--- config.mk ---
export PLATFORM = sky130hd
export DESIGN_NAME = icache_controller
export DESIGN_NICKNAME = d
export VERILOG_FILES = /design/src/rtl/icache_controller.sv
export SDC_FILE = /design/constraint.sdc
export NUM_CORES = 2
export LEC_CHECK = 0
export CAP_MARGIN = 15
export CORE_MARGIN = 2
export CORE_UTILIZATION = 45
export DETAILED_ROUTE_END_ITERATION = 8
export HOLD_SLACK_MARGIN = 0.1
export RECOVER_POWER = 50
export SYNTH_ARGS = -nofsm -noshare
export SYNTH_HDL_FRONTEND = slang
export SYNTH_SLANG_ARGS = --single-unit
export TNS_END_PERCENT = 1
--- constraint.sdc ---
create_clock -name CLK -period 56 [get_ports CLK]
set_input_delay 11.2 -clock CLK [delete_from_list [all_inputs] [get_ports CLK]]
set_output_delay 11.2 -clock CLK [all_outputs]
set_load 0.02 [all_outputs]
--- src/rtl/icache_controller.sv ---
// Direct-mapped instruction cache controller: 8 lines of 4 words. Hits cost no stall cycles.
// A miss stalls the CPU, reads a 128-bit block from memory and refills the line.
module icache_controller #(
    parameter int unsigned NUM_LINES = 8,
    parameter int unsigned ADDR_BITS = 10,
    parameter int unsigned CNT_WIDTH = 16
) (
    input  logic                   CLK,
    input  logic                   RESET,
    input  logic [31:0]            PC,
    output logic [31:0]            instruction,
    output logic                   busywait,
    output logic                   mem_read,
    output logic [ADDR_BITS-5:0]   mem_address,
    input  logic [127:0]           mem_readdata,
    input  logic                   mem_busywait,
    output logic [CNT_WIDTH-1:0]   miss_count
);

    localparam int unsigned IDX_W = $clog2(NUM_LINES);
    localparam int unsigned TAG_W = ADDR_BITS - 4 - IDX_W;
    localparam int unsigned MA_W  = ADDR_BITS - 4;

    typedef enum logic [1:0] {
        IDLE,
        MEM_READ,
        UPDATE
    } state_t;

    state_t                 state_q, state_d;
    logic [127:0]           data_q [NUM_LINES];
    logic [127:0]           data_d [NUM_LINES];
    logic [TAG_W-1:0]       tag_q [NUM_LINES];
    logic [TAG_W-1:0]       tag_d [NUM_LINES];
    logic [NUM_LINES-1:0]   valid_q, valid_d;
    logic [MA_W-1:0]        miss_addr_q, miss_addr_d;
    logic [127:0]           refill_q, refill_d;
    logic [CNT_WIDTH-1:0]   miss_count_q, miss_count_d;

    logic [1:0]             pc_off;
    logic [IDX_W-1:0]       pc_idx;
    logic [TAG_W-1:0]       pc_tag;
    logic [IDX_W-1:0]       miss_idx;
    logic [TAG_W-1:0]       miss_tag;
    logic [127:0]           line;
    logic                   hit;
    logic                   unused_pc;

    assign unused_pc = ^{PC[31:ADDR_BITS], PC[1:0]};

    assign pc_off   = PC[3:2];
    assign pc_idx   = PC[4 +: IDX_W];
    assign pc_tag   = PC[4 + IDX_W +: TAG_W];
    assign miss_idx = miss_addr_q[IDX_W-1:0];
    assign miss_tag = miss_addr_q[MA_W-1:IDX_W];

    assign line = data_q[pc_idx];
    assign hit  = valid_q[pc_idx] && (tag_q[pc_idx] == pc_tag);

    // The indexed word is presented whether or not the access hits.
    always_comb begin
        instruction = line[31:0];
        case (pc_off)
            2'd0: instruction = line[31:0];
            2'd1: instruction = line[63:32];
            2'd2: instruction = line[95:64];
            2'd3: instruction = line[127:96];
            default: instruction = line[31:0];
        endcase
    end

    always_comb begin
        state_d      = state_q;
        data_d       = data_q;
        tag_d        = tag_q;
        valid_d      = valid_q;
        miss_addr_d  = miss_addr_q;
        refill_d     = refill_q;
        miss_count_d = miss_count_q;
        busywait     = 1'b1;
        mem_read     = 1'b0;
        mem_address  = '0;

        case (state_q)
            IDLE: begin
                busywait = !hit;
                if (!hit) begin
                    miss_addr_d = {pc_tag, pc_idx};
                    state_d     = MEM_READ;
                    if (miss_count_q != '1) begin
                        miss_count_d = miss_count_q + CNT_WIDTH'(1);
                    end
                end
            end
            MEM_READ: begin
                mem_read    = 1'b1;
                mem_address = miss_addr_q;
                if (!mem_busywait) begin
                    refill_d = mem_readdata;
                    state_d  = UPDATE;
                end
            end
            UPDATE: begin
                data_d[miss_idx]  = refill_q;
                tag_d[miss_idx]   = miss_tag;
                valid_d[miss_idx] = 1'b1;
                state_d           = IDLE;
            end
            default: state_d = IDLE;
        endcase
    end

    always_ff @(posedge CLK or posedge RESET) begin
        if (RESET) begin
            state_q      <= IDLE;
            valid_q      <= '0;
            miss_addr_q  <= '0;
            refill_q     <= '0;
            miss_count_q <= '0;
            for (int unsigned i = 0; i < NUM_LINES; i++) begin
                data_q[i] <= '0;
                tag_q[i]  <= '0;
            end
        end else begin
            state_q      <= state_d;
            valid_q      <= valid_d;
            miss_addr_q  <= miss_addr_d;
            refill_q     <= refill_d;
            miss_count_q <= miss_count_d;
            for (int unsigned i = 0; i < NUM_LINES; i++) begin
                data_q[i] <= data_d[i];
                tag_q[i]  <= tag_d[i];
            end
        end
    end

    assign miss_count = miss_count_q;

endmodule

==> run metrics <==
status=complete, but fails checks; failing checks=max-capacitance violations, max-slew violations; worst hold path class=reg2reg; Resized cells post-CTS=0; Post-synth EDFFs=0; cts bufs inserted=135; global routing usage on met2=38.68%; multiplexer area fraction after synthesis=38.86%; Post-Synth Simple-Gate Area=1.106%; cell count after synthesis=3245; Worst-Margin Slew=9546 ps; Avg Inst Size Synth=16.36 sq um; Syn Nets=3409; min cycle time layout=27740 ps; GRT busiest layer=met2; Critical Path End Type=output pin; global-route wire length before repair=208100 um; routability-driven placement congestion ratio=0.7669; critical path class=in2out; Rel. slew slack=-536.4%; clk_lat worst skew=730 ps; Synth Area in Compound Gates=0.9430%; TritonCTS Sinks=1208; Power Total=3.268 mW; most numerous cell on the critical path=buf_4; die area=120700 sq um; clock skew=25.81 ps; Total GRT Usage=22.81%; VDD IR max=0.03738 mV; area of the core=116500 sq um; Setup violations, final=0; pre-CTS WS=28110 ps; post-synthesis cell type count=34; Startpoint Class=input port; slowest stage delay, CP=800 ps; HPWL Detailed=80190 um; fraction of layout cells with a size suffix above 1=48.48%; clk slew on worst S/H paths=50 ps; Vias/cell=5.817; n_diodes=0; CTS tree=yes; via count=29190; largest net degree at the start of global routing=192; Arrival @ worst endpoint=16540 ps; GRT overflow=0; largest family of logic cells by synthesized area=multiplexers; # fillers=9353; Initial Util=45.55%; fmax=36.05 MHz; maximum fanout along the worst path=55; Synth Warn #=0; P per Cell Area=53.76 nW/um^2; Post-CTS Setup Repair Bufs=0; register area share after synthesis=56.96%; Adder-Cell Fraction of Synth Area=0.02357%; Ports=219; post-route ant nets=0; ys async rst share=100.0%; Post-route DRC=0; initial antenna violation count=0; cell area after synthesis=53070 sq um; synthesis-to-layout area growth=14.54%; die height=347.4 um; Port Buffers=194; Post-CTS Hold Buffers=0; period utilisation layout=49.53%; FP Rows=125; Slew Limit Fails=1320; wire per inst=26.82 um; Final Hold Fails=0; met1 Use GR=30.23%; final wirelength=134600 um; Setup WS post-layout=28260 ps; top_reg_cell synth=dfrtp_1; hold slack=462.5 ps; critical path cell sequence=buf_8 > buf_4 > buf_4 > buf_4 > mux4_2 > mux2i_1 > o22ai_1 > nor3_1 > a21oi_1 > clkdlybuf4s50_1; TNS Setup=0 ps; Worst Path Required=44800 ps; Root Driver=clkbuf_16; number of DRC markers in iteration 0=1711; Slowest-stage cell, CP=nor3_1; post-synthesis xor/xnor area fraction=0.2640%; CTS H-Tree Depth=4; Leakage=27.37 nW; met3 Use GR=3.452%; drt pass-1 iters=5; max_cap viols=27; nets=3569; #FFs+latches synth=1208; RSZ-0062 raised after global routing=no; clk buf depth=3; vias in the first global route=32770; die width=347.4 um
-- metal layers --
layer / vias up / part of all wire, % / wire length (um)
met5: - / 0 / 0
met4: 0 / 2.7 / 3627
met3: 176 / 3.3 / 4387
met2: 499 / 50 / 67720
met1: 16110 / 44 / 58860
li1: 12400 / - / -
-- cells by family (layout without fill, tap and decap cells) --
kind of cell / after synthesis / after routing
muxes: 1586 / 1586
DFF: 1208 / 1208
buffers and inverters: 232 / 481
and+or+nand+nor: 113 / 113
AOI/OAI and AO/OA: 89 / 89
xor gates and xnor gates: 16 / 16
adders and majority gates: 1 / 1
-- metrics by stage --
step | area [sq um] | std cells | utilization (%)
2_1_floorplan | 53070 | 3245 | -
3_3_place_gp | 56490 | 4788 | 48.48
3_5_place_dp | 56490 | 4788 | 48.48
4_1_cts | 60880 | 5014 | 52.25
5_1_grt | 60790 | 5018 | 52.17
6_report | 60790 | 5018 | 52.17
-- cell usage after synthesis (2+ instances only) --
| master | count | area share (%) |
|---|---|---|
| or2_2 | 7 | 0.083 |
| nor3_1 | 11 | 0.10 |
| mux2i_1 | 140 | 2.6 |
| nor2_1 | 37 | 0.26 |
| mux2_1 | 2 | 0.042 |
| mux4_2 | 261 | 11 |
| clkbuf_1 | 123 | 0.87 |
| nor2b_1 | 3 | 0.035 |
| xnor2_1 | 13 | 0.21 |
| and3_1 | 7 | 0.083 |
| xor2_1 | 3 | 0.050 |
| inv_1 | 2 | 0.014 |
| and2_1 | 9 | 0.11 |
| nand3_1 | 9 | 0.085 |
| nand2b_1 | 8 | 0.094 |
| nand2_1 | 7 | 0.050 |
| nand4_1 | 6 | 0.071 |
| buf_4 | 5 | 0.071 |
| buf_6 | 3 | 0.064 |
| dfrtp_1 | 1208 | 57 |
| a21oi_1 | 54 | 0.51 |
| nor3b_1 | 3 | 0.042 |
| mux2_2 | 1183 | 25 |
| buf_1 | 44 | 0.31 |
| buf_2 | 55 | 0.52 |
| o22ai_1 | 32 | 0.38 |
| nand3b_1 | 3 | 0.042 |
-- power breakdown --
group	internal (mW)	switching [mW]	leakage [nW]
sequential	1.26	0.284	15.6
clock	0.533	0.345	2.17
combinational	0.537	0.309	9.60
-- critical path, delay by kind of cell --
family	cells	cell delay [ps]
AOI/OAI and AO/OA	2	270
buffers and inverters	5	3150
muxes	2	920
and+or+nand+nor	1	800
-- final timing paths --
path / start / end / slack (ps) / cells after the start
setup / recovery: PC[4] / instruction[20] / 28260 / 10
min in group asynchronous: RESET / miss_count[0]$_DFFE_PP0P_ / 12620 / 2
setup reg to reg: state_q[0]$_DFFE_PP0P_ / refill_q[21]$_DFFE_PP0P_ / 46990 / 4
hold reg to reg: valid_q[3]$_DFFE_PP0P_ / valid_q[3]$_DFFE_PP0P_ / 460 / 1
max in group asynchronous: RESET / data_q[299]$_DFFE_PP0P_ / 38420 / 6
hold / removal: valid_q[3]$_DFFE_PP0P_ / valid_q[3]$_DFFE_PP0P_ / 460 / 1
-- flip-flops by register name (all words and copies together), names as in the netlist --
| signal | cells |
|---|---|
| miss_addr_q | 6 |
| refill_q | 128 |
| tag_q | 24 |
| valid_q | 8 |
| data_q | 1024 |
| miss_count | 16 |
| state_q | 2 |
-- area by class of cell --
class / instances / area (sq um) / area share [%]
Tap cell: 1524 / 1907 / 3.137
Sequential cell: 1208 / 30230 / 49.73
Clock buffer: 188 / 3902 / 6.419
Clock inverter: 38 / 484.2 / 0.7965
Multi-Input combinational cell: 1805 / 21890 / 36.01
Timing Repair Buffer: 253 / 2370 / 3.898
Inverter: 2 / 8.758 / 0.01441
-- cell usage in the layout, fill, tap and decap left out, types with 4 or more instances in the layout --
master	instances
nand4_1	6
nor3_1	11
mux2_1	4
nand3_1	9
clkbuf_1	50
or2_2	7
o22ai_1	32
clkbuf_16	139
nand2_1	6
xnor2_1	13
dfrtp_1	1208
nand2b_1	7
mux4_2	261
clkbuf_8	25
nor2_1	35
and2_1	9
clkinv_2	21
mux2_2	1181
a21oi_1	54
buf_4	29
bufinv_16	11
mux2i_1	140
and3_1	7
clkdlybuf4s50_1	189
(Power assumes the default switching activity.)
